### config.mk
export PLATFORM = sky130hd
export DESIGN_NAME = regfile_2r1w_clr
export DESIGN_NICKNAME = d
export VERILOG_FILES = /design/src/rtl/regfile_2r1w_clr.sv
export SDC_FILE = /design/constraint.sdc
export NUM_CORES = 1
export LEC_CHECK = 0
export CORE_MARGIN = 5
export CORE_UTILIZATION = 30
export CTS_CLUSTER_SIZE = 12
export DETAILED_ROUTE_END_ITERATION = 8
export PLACE_DENSITY_LB_ADDON = 0.12
export SKIP_LAST_GASP = 1
export SYNTH_ARGS = -nofsm -noshare
export SYNTH_HDL_FRONTEND = slang
export SYNTH_SLANG_ARGS = --single-unit
### constraint.sdc
create_clock -name clk_i -period 3.35 [get_ports clk_i]
set_clock_uncertainty 0.15 [all_clocks]
set_input_delay 0.67 -clock clk_i [delete_from_list [all_inputs] [get_ports clk_i]]
set_output_delay 0.67 -clock clk_i [all_outputs]
set_load 0.05 [all_outputs]
### src/rtl/regfile_2r1w_clr.sv
// regfile_2r1w_clr: 2-read/1-write register file with valid bits, optional bypass and zero register, and a run-time clear sweep
module regfile_2r1w_clr #(
  parameter int DATA_W   = 16,
  parameter int ADDR_W   = 3,
  parameter bit BYPASS   = 1'b1,
  parameter bit ZERO_REG = 1'b0
) (
  input  logic              clk_i,
  input  logic              rst_ni,
  input  logic              write_i,
  input  logic [ADDR_W-1:0] wr_addr_i,
  input  logic [DATA_W-1:0] wr_data_i,
  output logic              wr_ready_o,
  input  logic              clear_i,
  output logic              busy_o,
  input  logic [ADDR_W-1:0] rd_addr_a_i,
  output logic [DATA_W-1:0] rd_data_a_o,
  output logic              rd_valid_a_o,
  input  logic [ADDR_W-1:0] rd_addr_b_i,
  output logic [DATA_W-1:0] rd_data_b_o,
  output logic              rd_valid_b_o
);
  localparam int DEPTH = 2**ADDR_W;
  typedef enum logic {IDLE, CLEAR} state_t;
  state_t            state_q, state_d;
  logic [ADDR_W-1:0] cnt_q, cnt_d;
  logic [DATA_W-1:0] mem_q [DEPTH];
  logic [DEPTH-1:0]  valid_q;
  logic [DATA_W-1:0] rd_data_a_q, rd_data_a_d, rd_data_b_q, rd_data_b_d;
  logic              rd_valid_a_q, rd_valid_a_d, rd_valid_b_q, rd_valid_b_d;
  logic              we, zero_a, zero_b, byp_a, byp_b;
  assign we     = write_i && state_q == IDLE && !(ZERO_REG && wr_addr_i == '0);
  assign zero_a = ZERO_REG && rd_addr_a_i == '0;
  assign zero_b = ZERO_REG && rd_addr_b_i == '0;
  assign byp_a  = BYPASS && we && wr_addr_i == rd_addr_a_i;
  assign byp_b  = BYPASS && we && wr_addr_i == rd_addr_b_i;
  assign busy_o       = state_q == CLEAR;
  assign wr_ready_o   = state_q == IDLE;
  assign rd_data_a_o  = rd_data_a_q;
  assign rd_valid_a_o = rd_valid_a_q;
  assign rd_data_b_o  = rd_data_b_q;
  assign rd_valid_b_o = rd_valid_b_q;
  // Sweep sequencing and read-port selection (zero register, then bypass, then storage)
  always_comb begin
    state_d      = state_q == IDLE ? (clear_i ? CLEAR : IDLE) : (&cnt_q ? IDLE : CLEAR);
    cnt_d        = state_q == CLEAR ? cnt_q + 1'b1 : '0;
    rd_data_a_d  = zero_a ? '0 : byp_a ? wr_data_i : mem_q[rd_addr_a_i];
    rd_valid_a_d = zero_a || byp_a || valid_q[rd_addr_a_i];
    rd_data_b_d  = zero_b ? '0 : byp_b ? wr_data_i : mem_q[rd_addr_b_i];
    rd_valid_b_d = zero_b || byp_b || valid_q[rd_addr_b_i];
  end
  // Clear FSM state and sweep counter
  always_ff @(posedge clk_i or negedge rst_ni)
    if (!rst_ni) begin
      state_q <= IDLE;
      cnt_q   <= '0;
    end else begin
      state_q <= state_d;
      cnt_q   <= cnt_d;
    end
  // Storage: sweep erases one entry per cycle, otherwise accepted writes land
  always_ff @(posedge clk_i or negedge rst_ni)
    if (!rst_ni) begin
      for (int i = 0; i < DEPTH; i++) mem_q[i] <= '0;
      valid_q <= '0;
    end else if (state_q == CLEAR) begin
      mem_q[cnt_q]   <= '0;
      valid_q[cnt_q] <= 1'b0;
    end else if (we) begin
      mem_q[wr_addr_i]   <= wr_data_i;
      valid_q[wr_addr_i] <= 1'b1;
    end
  // Registered read ports
  always_ff @(posedge clk_i or negedge rst_ni)
    if (!rst_ni) begin
      rd_data_a_q  <= '0;
      rd_valid_a_q <= 1'b0;
      rd_data_b_q  <= '0;
      rd_valid_b_q <= 1'b0;
    end else begin
      rd_data_a_q  <= rd_data_a_d;
      rd_valid_a_q <= rd_valid_a_d;
      rd_data_b_q  <= rd_data_b_d;
      rd_valid_b_q <= rd_valid_b_d;
    end
endmodule

==> metrics.cfg <==
[setup_path]
cp_num_buf_inv=1
worstPathArrival_ns=2.04
path_cells=clkdlybuf4s50_1
critPathMaxFanout=17
crit_family=buffers and inverters
slowest_delay_ns=0.91
critPathLaunchType=flop
cp-end-kind=primary output
critical_path_class=flop to primary output
cpMaxStageDelayCell=clkdlybuf4s50_1
crit_required_ns=2.53

[drt]
ant_nets=0
drcViolationCount=0
first_pass_iters=4
totalWireLength_um=26070
via_per_inst=4.952
vias=5695
wl_per_cell_um=22.67
dr.first_iter.drc_count=300

[logic_synthesis]
synth.cell_area_um2=9183
synthFlopType=dfrtp_1
synth_xor_area_share_pct=0.5723
synthAdderAreaFrac_pct=0.2725
synth-compound-area-share_pct=0.3815
syn_avg_cell_area_um2=13.37
synthTopCellsByCount=mux2i_1 (194), dfrtp_1 (174), nand2_1 (139), mux4_2 (68), buf_2 (22)
synth_area_leader_cell=dfrtp_1
synth_top_family_by_area=multiplexers
synth_most_common_cell=mux2i_1
synth_area_leaders=dfrtp_1 (47%), mux2i_1 (21%), mux4_2 (17%)
synth-simple-area-share_pct=8.285
ys_seq_area_share_pct=47.42
synthMuxAreaShare_pct=37.83
synth-seq-cells=174
synth.net_count=718
synth_edf_count=0
ys_warn_count=0
netlist.area_leader.share_pct=47.42
ys_types=30
synthArstFlopShare_pct=100.0
synth_cells=687

[finish]
syn2layout_area_growth_pct=17.66
layout-drive-gt1-share_pct=18.83
diodes=0
fin_nets=772
fill_cells=2932

[flow_run]
maxCapViolCount=0

[timing]
holdWs_ns=0.09214
fin_crit_sh_pct=85.26
tns_ns=0
fin_crit_ns=2.856
rsz0062_at_grt=false
setup_viol=0
finalMaxSlewViolations=0
tightest_slew_ns=1.037
max_slew_margin_pct=30.88
hold_violations=0
fmax_mhz=350.1

[global_route]
grt_start_max_net_pins=66
grt_antenna_before_repair=0
grt_usage_pct=15.75
grt_pass1_wl_um=40230
grt_pass1_vias=6376
grt_overflow=0

[clock_tree]
worst_skew_pair.late_latency_ns=0.43
htree_levels=4
clk_pin_slew_ns=0.07
cts_setup_buffers=0
cts.repair.resized=0
cts_buffer_depth=2
cts_sinks=174
ctsHoldBuffers=0
ctsRootBufferMaster=clkbuf_16
cts_made_buffers=17
cts_tree=built

[place]
io_buffers=64
place_congestion=0.7477
dp_hpwl_um=16400

[floorplan]
initial_core_util_pct=30.18
core_area_um2=30430
die_area_um2=34210
pin_count=65
rows=64
die_x_um=185.0
die_h_um=185.0

[pwr]
fin_total_pwr_mw=8.749
vdd_drop_max_v=0.0006012
power_leakage_nw=5.186
p_per_area_nw_per_um2=809.8

[worst_hold_path]
hold_path_class=primary input to async pin

[outcome]
outcome=finished clean

per-layer routing:
layer	track usage, %	share of wire, %
met2	26.30	50
met5	0	0
met3	2.592	3.1
met1	21.77	45
met4	3.406	1.3
placed cells by master (no fill, tap or decap), types with 2 or more instances in the layout:
| cell type | instances |
|---|---|
| nand4_1 | 2 |
| xnor2_1 | 6 |
| nor2_1 | 3 |
| nand4bb_1 | 3 |
| ha_1 | 2 |
| bufinv_16 | 3 |
| a21o_1 | 4 |
| inv_6 | 2 |
| nand3b_1 | 2 |
| clkinvlp_4 | 5 |
| dfrtp_1 | 174 |
| clkinv_1 | 16 |
| clkbuf_16 | 17 |
| and2_1 | 2 |
| buf_2 | 4 |
| nand2_1 | 139 |
| mux2i_1 | 194 |
| nor3b_4 | 2 |
| nand4b_2 | 3 |
| buf_12 | 8 |
| clkdlybuf4s50_1 | 59 |
| clkinv_2 | 2 |
| mux4_2 | 68 |
| buf_4 | 19 |
final timing paths:
kind / start / to / slack [ns] / depth (start not counted)
min in group clk_i: valid_q[0] / valid_q[0] / 0.35 / 2
max in group asynchronous: rst_ni / rd_data_a_o[0] / 2.09 / 2
max reg2reg: busy_o / mem_q[86] / 0.98 / 4
min: rst_ni / mem_q[108] / 0.09 / 1
min reg2reg: valid_q[0] / valid_q[0] / 0.35 / 2
max: busy_o / busy_o / 0.49 / 1
through the flow:
step | utilization [%] | cell area (um^2) | worst slack, ns | std cells
5_1_grt | 35.51 | 10800 | 0.3823 | 1150
4_1_cts | 35.51 | 10800 | 0.4592 | 1150
2_1_floorplan | - | 9183 | 1.332 | 687
3_3_place_gp | 33.51 | 10200 | 0.7671 | 1118
6_report | 35.51 | 10800 | 0.4937 | 1150
3_5_place_dp | 33.51 | 10200 | 0.6964 | 1118
cell families after synthesis:
kind of cell               after synthesis
AOI/OAI and AO/OA                        5
buffers and inverters                   73
muxes                                  262
adders and majority gates                2
DFF                                    174
and+or+nand+nor                        165
xor gates and xnor gates                 6
report_power, final:
group	switching, mW	leakage, nW	internal [mW]
registers	0.582	2.37	2.91
logic	1.81	2.53	1.36
clock network	0.879	0.282	1.20
worst reg2reg max path: stages (launching register included):
cell,delay [ns]
dfrtp_1,0.70
nand4bb_1,0.75
buf_4,0.48
nand2_1,0.09
mux2i_1,0.07
cell type report:
class / count / area, um^2 / share of cell area, %
clock buffer: 19 / 442.9 / 4.100
clock inverter: 13 / 163.9 / 1.517
inverter: 17 / 63.81 / 0.5906
multi-input combinational: 440 / 4359 / 40.35
sequential: 174 / 4354 / 40.30
tap: 396 / 495.5 / 4.586
timing repair buffer: 91 / 924.6 / 8.558
state kept, by name, indices dropped and copies added (netlist names):
| signal | cells |
|---|---|
| rd_data_b_o | 16 |
| valid_q | 8 |
| mem_q | 128 |
| cnt_q | 3 |
| busy_o | 1 |
| rd_data_a_o | 16 |
| rd_valid_a_o | 1 |
| rd_valid_b_o | 1 |
No activity file was read; power rests on OpenSTA's default activity.
